`config.mk`:
```
export PLATFORM = sky130hd
export DESIGN_NAME = imem_loader_flat
export DESIGN_NICKNAME = d
export VERILOG_FILES = /design/src/rtl/imem_loader_if.sv /design/src/rtl/imem_loader.sv /design/src/flat_wrapper.sv
export SDC_FILE = /design/constraint.sdc
export NUM_CORES = 1
export LEC_CHECK = 0
export ABC_AREA = 1
export BUFFER_PORTS_ARGS = -buffer_cell sky130_fd_sc_hd__buf_2
export CORE_MARGIN = 8
export CORE_UTILIZATION = 40
export DETAILED_ROUTE_END_ITERATION = 10
export PLACE_DENSITY = 0.73
export SYNTH_ARGS = -nofsm -noshare
export SYNTH_HDL_FRONTEND = slang
export SYNTH_SLANG_ARGS = --single-unit
```
`constraint.sdc`:
```
create_clock -name clk -period 1.3 [get_ports clk]
set_input_delay 0.325 -clock clk [delete_from_list [all_inputs] [get_ports clk]]
set_output_delay 0.325 -clock clk [all_outputs]
set_load 0.01 [all_outputs]
```
`src/rtl/imem_loader_if.sv`:
```
// Host-side load bus and IMEM write port bundle for imem_loader.
// The checksum signal exists only when IMEM_LOADER_CHECKSUM_EN is defined.
interface imem_loader_if #(
  parameter int unsigned ADDR_W = 9,
  parameter int unsigned DATA_W = 32
);
  logic              start;
  logic [ADDR_W-1:0] base_addr;
  logic [ADDR_W:0]   word_count;
  logic              abort;
  logic              host_valid;
  logic [DATA_W-1:0] host_data;
  logic              host_ready;
  logic              write_to_imem;
  logic [ADDR_W-1:0] addr_imem_host;
  logic [DATA_W-1:0] imem_data;
  logic              cpu_hold;
  logic              busy;
  logic              done;
  logic              error;
`ifdef IMEM_LOADER_CHECKSUM_EN
  logic [DATA_W-1:0] checksum;

  modport slave (
    input  start, base_addr, word_count, abort, host_valid, host_data,
    output host_ready, write_to_imem, addr_imem_host, imem_data,
           cpu_hold, busy, done, error, checksum
  );
  modport master (
    output start, base_addr, word_count, abort, host_valid, host_data,
    input  host_ready, write_to_imem, addr_imem_host, imem_data,
           cpu_hold, busy, done, error, checksum
  );
`else
  modport slave (
    input  start, base_addr, word_count, abort, host_valid, host_data,
    output host_ready, write_to_imem, addr_imem_host, imem_data,
           cpu_hold, busy, done, error
  );
  modport master (
    output start, base_addr, word_count, abort, host_valid, host_data,
    input  host_ready, write_to_imem, addr_imem_host, imem_data,
           cpu_hold, busy, done, error
  );
`endif
endinterface

```
`src/rtl/imem_loader.sv`:
```
// Burst loader that streams host words into instruction memory while holding the CPU.
// Optional running checksum of accepted words is enabled by IMEM_LOADER_CHECKSUM_EN.
module imem_loader #(
  parameter int unsigned ADDR_W = 9,
  parameter int unsigned DATA_W = 32
) (
  input  logic         clk,
  input  logic         rst,
  imem_loader_if.slave bus
);
  localparam int unsigned      CNT_W     = ADDR_W + 1;
  localparam logic [CNT_W-1:0] MAX_WORDS = CNT_W'(2 ** ADDR_W);

  localparam logic [1:0] ST_IDLE = 2'd0;
  localparam logic [1:0] ST_LOAD = 2'd1;
  localparam logic [1:0] ST_DONE = 2'd2;

  logic [1:0]        state, state_nx;
  logic [ADDR_W-1:0] cur_addr, cur_addr_nx;
  logic [CNT_W-1:0]  remaining, remaining_nx;
  logic              wr_q, wr_nx;
  logic [ADDR_W-1:0] addr_q, addr_nx;
  logic [DATA_W-1:0] data_q, data_nx;
  logic              err_q, err_nx;
  logic              ready_q, busy_q, done_q, hold_q;
  logic              accept_c;
  logic              count_ok_c;
`ifdef IMEM_LOADER_CHECKSUM_EN
  logic [DATA_W-1:0] sum_q, sum_nx;
`endif

  // host_ready is a pure function of state, so accept never loops back through it
  assign accept_c   = (state == ST_LOAD) && bus.host_valid;
  assign count_ok_c = (bus.word_count != '0) && (bus.word_count <= MAX_WORDS);

  // Next-state and next-output logic
  always_comb begin
    state_nx     = state;
    cur_addr_nx  = cur_addr;
    remaining_nx = remaining;
    wr_nx        = 1'b0;
    addr_nx      = addr_q;
    data_nx      = data_q;
    err_nx       = 1'b0;
`ifdef IMEM_LOADER_CHECKSUM_EN
    sum_nx       = sum_q;
`endif
    case (state)
      ST_IDLE: begin
        if (bus.start) begin
          if (count_ok_c) begin
            state_nx     = ST_LOAD;
            cur_addr_nx  = bus.base_addr;
            remaining_nx = bus.word_count;
`ifdef IMEM_LOADER_CHECKSUM_EN
            sum_nx       = '0;
`endif
          end else begin
            err_nx = 1'b1;
          end
        end
      end
      ST_LOAD: begin
        if (accept_c) begin
          wr_nx        = 1'b1;
          addr_nx      = cur_addr;
          data_nx      = bus.host_data;
          cur_addr_nx  = cur_addr + ADDR_W'(1);
          remaining_nx = remaining - CNT_W'(1);
`ifdef IMEM_LOADER_CHECKSUM_EN
          sum_nx       = sum_q + bus.host_data;
`endif
        end
        // abort wins over completion: the last word is still written but done stays low
        if (bus.abort) begin
          state_nx = ST_IDLE;
        end else if (accept_c && (remaining == CNT_W'(1))) begin
          state_nx = ST_DONE;
        end
      end
      ST_DONE: state_nx = ST_IDLE;
      default: state_nx = ST_IDLE;
    endcase
  end

  // State and registered outputs
  always_ff @(posedge clk) begin
    if (rst) begin
      state     <= ST_IDLE;
      cur_addr  <= '0;
      remaining <= '0;
      wr_q      <= 1'b0;
      addr_q    <= '0;
      data_q    <= '0;
      err_q     <= 1'b0;
      ready_q   <= 1'b0;
      busy_q    <= 1'b0;
      done_q    <= 1'b0;
      hold_q    <= 1'b0;
`ifdef IMEM_LOADER_CHECKSUM_EN
      sum_q     <= '0;
`endif
    end else begin
      state     <= state_nx;
      cur_addr  <= cur_addr_nx;
      remaining <= remaining_nx;
      wr_q      <= wr_nx;
      addr_q    <= addr_nx;
      data_q    <= data_nx;
      err_q     <= err_nx;
      ready_q   <= (state_nx == ST_LOAD);
      busy_q    <= (state_nx != ST_IDLE);
      done_q    <= (state_nx == ST_DONE);
      hold_q    <= (state_nx != ST_IDLE) || wr_nx;
`ifdef IMEM_LOADER_CHECKSUM_EN
      sum_q     <= sum_nx;
`endif
    end
  end

  assign bus.host_ready     = ready_q;
  assign bus.write_to_imem  = wr_q;
  assign bus.addr_imem_host = addr_q;
  assign bus.imem_data      = data_q;
  assign bus.cpu_hold       = hold_q;
  assign bus.busy           = busy_q;
  assign bus.done           = done_q;
  assign bus.error          = err_q;
`ifdef IMEM_LOADER_CHECKSUM_EN
  assign bus.checksum       = sum_q;
`endif

endmodule

```
`src/flat_wrapper.sv`:
```
// flat-port wrapper written by rule: the top's interface ports become plain ports
module imem_loader_flat 
#(
  parameter int unsigned ADDR_W = 9,
  parameter int unsigned DATA_W = 32
)
  (clk, rst, bus_start, bus_base_addr, bus_word_count, bus_abort, bus_host_valid, bus_host_data, bus_host_ready, bus_write_to_imem, bus_addr_imem_host, bus_imem_data, bus_cpu_hold, bus_busy, bus_done, bus_error);
  imem_loader_if #(.ADDR_W(ADDR_W), .DATA_W(DATA_W)) bus_i ();
  input  logic clk;
  input  logic rst;
  input wire logic [$bits(bus_i.start)-1:0] bus_start;
  input wire logic [$bits(bus_i.base_addr)-1:0] bus_base_addr;
  input wire logic [$bits(bus_i.word_count)-1:0] bus_word_count;
  input wire logic [$bits(bus_i.abort)-1:0] bus_abort;
  input wire logic [$bits(bus_i.host_valid)-1:0] bus_host_valid;
  input wire logic [$bits(bus_i.host_data)-1:0] bus_host_data;
  output wire logic [$bits(bus_i.host_ready)-1:0] bus_host_ready;
  output wire logic [$bits(bus_i.write_to_imem)-1:0] bus_write_to_imem;
  output wire logic [$bits(bus_i.addr_imem_host)-1:0] bus_addr_imem_host;
  output wire logic [$bits(bus_i.imem_data)-1:0] bus_imem_data;
  output wire logic [$bits(bus_i.cpu_hold)-1:0] bus_cpu_hold;
  output wire logic [$bits(bus_i.busy)-1:0] bus_busy;
  output wire logic [$bits(bus_i.done)-1:0] bus_done;
  output wire logic [$bits(bus_i.error)-1:0] bus_error;
  assign bus_i.start = bus_start;
  assign bus_i.base_addr = bus_base_addr;
  assign bus_i.word_count = bus_word_count;
  assign bus_i.abort = bus_abort;
  assign bus_i.host_valid = bus_host_valid;
  assign bus_i.host_data = bus_host_data;
  assign bus_host_ready = bus_i.host_ready;
  assign bus_write_to_imem = bus_i.write_to_imem;
  assign bus_addr_imem_host = bus_i.addr_imem_host;
  assign bus_imem_data = bus_i.imem_data;
  assign bus_cpu_hold = bus_i.cpu_hold;
  assign bus_busy = bus_i.busy;
  assign bus_done = bus_i.done;
  assign bus_error = bus_i.error;
  imem_loader #(.ADDR_W(ADDR_W), .DATA_W(DATA_W)) u_core (.clk(clk), .rst(rst), .bus(bus_i));
endmodule
```
==> reports/results.ini, run 1 <==
[layout]
finalInstanceArea_um2=4370
diodes=0
fillers=728
layout_common_cells=nand2_1, buf_2, dfxtp_1, a21oi_1, nand3_1
nets=645
seq_area_um2=1370
drive_above_1_share_pct=35.0
multiInputGateArea_um2=1650
stdcell_count=693
final_common_cell=nand2_1
syn_to_final_growth_pct=39.8

[clock_tree]
root_buffer=clkbuf_8
clk_pin_slew_ns=0.08
clk_latency_ns=0.33
clockBufferDepth=2
cts_max_level=3
cts_tree=built
cts_buffers=9
cts_num_sinks=68

[synthesis]
netlist.area_leader.share_pct=43.6
synth.area.top_cells=dfxtp_1, nand2_1, a21oi_1
synth.distinct_cells=23
yosys_warnings=0
yosysSeqAreaShare_pct=43.6
syn-cell-area_um2=3120
synth_seq_cells=68
avgSynthCellArea_um2=6.74
synth_area_leader_cell=dfxtp_1
syn_nets=522
syn_inst=463

[outcome]
violations=negative setup slack
status=finished with violations

[power]
pwr-share-clk_pct=34.8
irDropWorstVdd_mv=0.631
internal_power_mw=3.49
p_per_area_nw_per_um2=1130
power_frac_seq_pct=45.9
power.leakage_nw=2.17
switchingPower_mw=1.42
power_frac_comb_pct=19.4
swShare_pct=28.9

[floorplan]
die-height_um=104
die_w_um=104
die_area_um2=10900
placementRows=32
ioPinCount=103
coreArea_um2=7650
initial_core_util_pct=40.8

[critical_path]
critPathKind=reg -> reg
endpoint=u_core.cur_addr[8]
cpPeakStageDelay_ns=0.36
worstSetupStartpointType=flop
r2r_start=u_core.cur_addr[1]
path_cells=ha_4 > nand2_2 > nor2_1 > buf_4 > nand4_1 > nand3_1 > nand2_1 > a21oi_2 > nor2_1
startpoint=u_core.cur_addr[1]
reg2reg_depth=9
cp.arrival_ns=1.56
cp_max_fo=5
worst_setup_path_end_kind=flop
critPathSlowestCell=dfxtp_2
crit_top_cell=nor2_1
regToRegSetupSlack_ns=-0.03
crit_required_ns=1.53
r2r-end=u_core.cur_addr[8]

[grt]
grt_pass1_wl_um=15000
track_usage_pct=16.2
gr-total-overflow=0
grt_pass1_vias=3401
grt_max_degree=32
antenna_found_initial=0

[placement]
gp_congestion=0.820
pre_cts_slack_ns=-0.301
place_area_um2=3970
place_inst=672
port_buffers=102
hpwl_um=6370

[sta]
rsz0062_at_grt=yes
hold_violations=0
worst_slack_ns=-0.0257
setup-violations-final=1
clock.fmax_mhz=754
slew_headroom_pct=79.4
fin_crit_ns=1.33
worst_pin_slew_ns=0.309
drv_slew=0
post-route-period-util_pct=102
fin_worst_skew_ns=0.00571

[worst_hold_path]
holdPathStages=3
min_path_type=in -> reg

[route]
drt-pass1-iter-count=4
drc_errors=0
wl_per_cell_um=12.9
postRouteAntennaNets=0
via_count=3354
via_per_inst=4.84
drtIter0Drc=100
wl_um=8950

[run]
maxCapViolCount=0

## cell usage after synthesis
master and n:
a21oi_2 10, a21oi_1 50, buf_1 3, nand4_1 3
clkbuf_2 1, nand2_4 1, nand3_2 1, nand2_1 162
xor2_1 1, clkbuf_1 11, inv_2 2, nand3_1 38
buf_2 9, o21ai_0 18, nand3b_1 1, dfxtp_1 68
o21ai_1 1, buf_6 2, nor2_4 1, nor2_1 44
ha_1 3, or2_1 1, inv_1 32
## cell type report
class / instances / area share [%]
inverters: 34 / 2.98
repair buffers: 138 / 20.4
clock inverters: 6 / 1.46
well taps: 102 / 2.92
flip-flops and latches: 68 / 31.4
clock buffers: 10 / 2.92
multi-input cells: 335 / 37.9
## power groups by stage
stage	Combinational, mW	Sequential, mW	Clock, mW
finish	0.951	2.25	1.71
global route	1.07	2.27	1.84
CTS	0.878	2.25	1.75
detailed placement	0.833	2.29	0
global placement	0.810	2.28	0
floorplan	0.473	2.30	0
## layer usage
layer | share of wire [%] | GRT usage, % | vias up
li1 | - | - | 1712
met1 | 41 | 17.5 | 1524
met2 | 48 | 27.2 | 104
met3 | 9.2 | 7.37 | 14
met4 | 1.5 | 6.00 | 0
met5 | 0 | 0 | -
## stage by stage
stage          TNS [ns]  power, mW  hold WS [ns]  util, %
5_1_grt           -1.12       5.17         0.222     57.1
2_1_floorplan   -0.0928       2.78         0.464        -
3_3_place_gp      -4.96       3.09         0.447     51.9
3_5_place_dp      -5.70       3.12         0.454     51.9
4_1_cts         -0.0796       4.88         0.210     55.6
6_report        -0.0257       4.91         0.231     57.1
## kinds of logic (layout without fill, tap and decap cells)
group	count (synthesis)	in the layout	synth area share [%]
xor+xnor	1	1	0.281
fa+ha+maj	3	3	1.20
compound gates	79	79	13.9
buf+inv	60	188	8.10
simple gates	252	252	32.9
flops	68	68	43.6
## sequential cells by signal, summed over array words and instances, names as in the netlist
| register | cells |
|---|---|
| u_core.bus.cpu_hold | 1 |
| u_core.bus.busy | 1 |
| u_core.state | 2 |
| u_core.bus.addr_imem_host | 9 |
| u_core.bus.host_ready | 1 |
| u_core.bus.write_to_imem | 1 |
| u_core.bus.imem_data | 32 |
| u_core.cur_addr | 9 |
| u_core.bus.done | 1 |
| u_core.remaining | 10 |
| u_core.bus.error | 1 |
## how the worst min path moves through the flow
stage          slack [ns]                            to                      from
4_1_cts              0.21       u_core.bus.imem_data[0]          bus_host_data[0]
3_3_place_gp         0.45      u_core.bus.imem_data[27]  u_core.bus.imem_data[27]
5_1_grt              0.22      u_core.bus.imem_data[25]         bus_host_data[25]
2_1_floorplan        0.46  u_core.bus.addr_imem_host[8]        u_core.cur_addr[8]
6_report             0.23      u_core.bus.imem_data[23]         bus_host_data[23]
3_5_place_dp         0.45      u_core.bus.imem_data[11]  u_core.bus.imem_data[11]
## worst max-delay path: cells and delay by family (launching register included)
| kind | cells | cell delay, ns |
|---|---|---|
| fa+ha+maj | 1 | 0.14 |
| compound gates | 1 | 0.10 |
| simple gates | 6 | 0.48 |
| buf+inv | 1 | 0.14 |
| flops | 1 | 0.36 |
## repair_timing
| action | 4_1_cts | 5_1_grt |
|---|---|---|
| hold buffers | 0 | 0 |
| pin swaps | 8 | 13 |
| setup buffers | 2 | 1 |
| resized for setup | 15 | 41 |
| cloned | 1 | 1 |
| endpoints found under the setup margin | 12 | 58 |
Note: power is estimated with default switching activity, not from simulation.
==> run 2: changes to the inputs <==
--- a/config.mk
+++ b/config.mk
@@ -9,8 +9,10 @@
 export BUFFER_PORTS_ARGS = -buffer_cell sky130_fd_sc_hd__buf_2
 export CORE_MARGIN = 8
 export CORE_UTILIZATION = 40
+export CTS_CLUSTER_DIAMETER = 40
 export DETAILED_ROUTE_END_ITERATION = 10
 export PLACE_DENSITY = 0.73
+export REMOVE_ABC_BUFFERS = 1
 export SYNTH_ARGS = -nofsm -noshare
 export SYNTH_HDL_FRONTEND = slang
 export SYNTH_SLANG_ARGS = --single-unit
==> run 2 against run 1 <==
Compared with the run above:
- sequential power about the same
- first-iteration DRC count is 56% higher
- the run still ends with negative setup slack left
- clock-buffer cell count decreased by 1
- sequential share of layout area down 1.9 points
- global-route usage about the same
- final cell count up 2.0%
- critical path type unchanged
- sequential cell count is the same
- power grew 6.2%
- largest cell class unchanged
==> reports/results.ini, run 2 (same netlist as run 1, synthesis figures left out) <==
[sta]
post-route-period-util_pct=102
setup-violations-final=1
rsz0062_at_grt=yes
slew_headroom_pct=79.3
hold_violations=0
worst_pin_slew_ns=0.311
drv_slew=0
clock.fmax_mhz=756
fin_crit_ns=1.32
fin_worst_skew_ns=0.00818
worst_slack_ns=-0.0234

[layout]
seq_area_um2=1370
syn_to_final_growth_pct=48.8
nets=659
layout_common_cells=nand2_1, buf_2, dfxtp_1, a21oi_1, buf_4
drive_above_1_share_pct=39.2
diodes=0
largest_reg_flops=32
finalInstanceArea_um2=4640
fillers=712
final_common_cell=nand2_1
stdcell_count=707
multiInputGateArea_um2=1710

[route]
dr.max_layer_used=met4
wl_per_cell_um=13.6
drt-pass1-iter-count=4
drtIter0Drc=156
postRouteAntennaNets=0
via_per_inst=4.86
dr_wl_met3_um=902
wl_met1_um=4050
wl_um=9620
dr_wl_met2_um=4480
via_count=3438
drc_errors=0

[critical_path]
worst_setup_path_end_kind=flop
startpoint=u_core.state[0]
crit_required_ns=1.53
cp.arrival_ns=1.55
worstSetupStartpointType=flop
r2r-end=u_core.bus.cpu_hold
cp_max_fo=4
r2r_start=u_core.state[0]
critPathKind=reg -> reg
reg2reg_depth=8
regToRegSetupSlack_ns=-0.02

[clock_tree]
root_buffer=clkbuf_8
clockBufferDepth=2
cts_tree=built
cts_num_sinks=68
clk_pin_slew_ns=0.08
cts_buffers=9
cts_max_level=3
clk_latency_ns=0.34

[grt]
grt_pass1_wl_um=15000
grt_max_degree=36
gr-total-overflow=0
antenna_found_initial=0
track_usage_pct=16.2
grt_pass1_vias=3341

[placement]
port_buffers=102
hpwl_um=6520
place_area_um2=3950
place_inst=674
gp_congestion=0.837

[floorplan]
placementRows=32
die_area_um2=10900
die-height_um=104
initial_core_util_pct=40.8
coreArea_um2=7650
ioPinCount=103
die_w_um=104

[run]
maxCapViolCount=0

[power]
p_per_area_nw_per_um2=1120
irDropWorstVdd_mv=1.11
power.leakage_nw=2.30

[outcome]
violations=negative setup slack
status=finished with violations

[worst_hold_path]
holdPathStages=3
hold_start=bus_host_data[5]
hold_end=u_core.bus.imem_data[5]
min_path_type=in -> reg

-- run 2: cell count changes in the layout (fill, tap and decap cells not counted), moves of 3 or more --
| cell | change |
|---|---|
| a21oi_1 | -7 |
| a21oi_2 | +7 |
| buf_4 | +8 |
| clkbuf_16 | +5 |
| nand3_1 | -3 |
| nand3_2 | +4 |
| o21ai_0 | -4 |
| o21ai_2 | +5 |
-- run 2: metrics by stage --
| step | total power, mW | setup WS, ns | utilization, % | setup TNS, ns | hold slack [ns] |
|---|---|---|---|---|---|
| 2_1_floorplan | 2.73 | -0.569 | - | -30.96 | 0.394 |
| 3_3_place_gp | 3.09 | -0.207 | 51.6 | -3.73 | 0.448 |
| 3_5_place_dp | 3.12 | -0.258 | 51.6 | -4.45 | 0.455 |
| 4_1_cts | 5.11 | -0.0209 | 55.3 | -0.0481 | 0.204 |
| 5_1_grt | 5.50 | -0.128 | 60.7 | -1.07 | 0.199 |
| 6_report | 5.22 | -0.0234 | 60.7 | -0.0234 | 0.216 |
-- run 2: worst max path at each step --
stage	end	slack (ns)	cells past startpoint
3_3_place_gp	u_core.cur_addr[2]	-0.21	10
6_report	u_core.bus.cpu_hold	-0.02	8
5_1_grt	u_core.bus.cpu_hold	-0.13	8
4_1_cts	u_core.remaining[6]	-0.02	11
2_1_floorplan	u_core.bus.addr_imem_host[0]	-0.57	6
3_5_place_dp	u_core.cur_addr[5]	-0.26	10
-- run 2: critical path: stages (launching register included) --
cell      delay (ns)
dfxtp_2         0.33
inv_2           0.04
nor2_4          0.16
nand2_4         0.09
or2_4           0.24
o21ai_2         0.11
nand2_1         0.07
nand2_2         0.10
nand3b_1        0.08
-- run 2: final cells by class --
| cell class | instances | share of cell area [%] |
|---|---|---|
| clock buffers | 9 | 2.67 |
| clock inverters | 7 | 2.13 |
| inverters | 34 | 3.31 |
| multi-input cells | 335 | 36.7 |
| flip-flops and latches | 68 | 29.6 |
| well taps | 102 | 2.75 |
| repair buffers | 152 | 22.9 |
-- run 2: routing by layer --
layer  GRT usage, %  vias up
met5              0        -
met4           5.89        0
met3           7.93       16
met2           26.1      125
met1           18.1     1552
li1               -     1745
-- run 2: power breakdown --
group,internal [mW],switching [mW]
sequential,2.19,0.0685
clock,1.09,0.862
combinational,0.451,0.560
total,3.73,1.49
-- run 2: what timing repair did --
item	CTS	global route
hold endpoints to repair	0	0
pin swaps	3	21
cloned	0	6
hold buffers	0	0
setup buffers	1	10
gates resized for setup	19	68
endpoints found under the setup margin	43	66
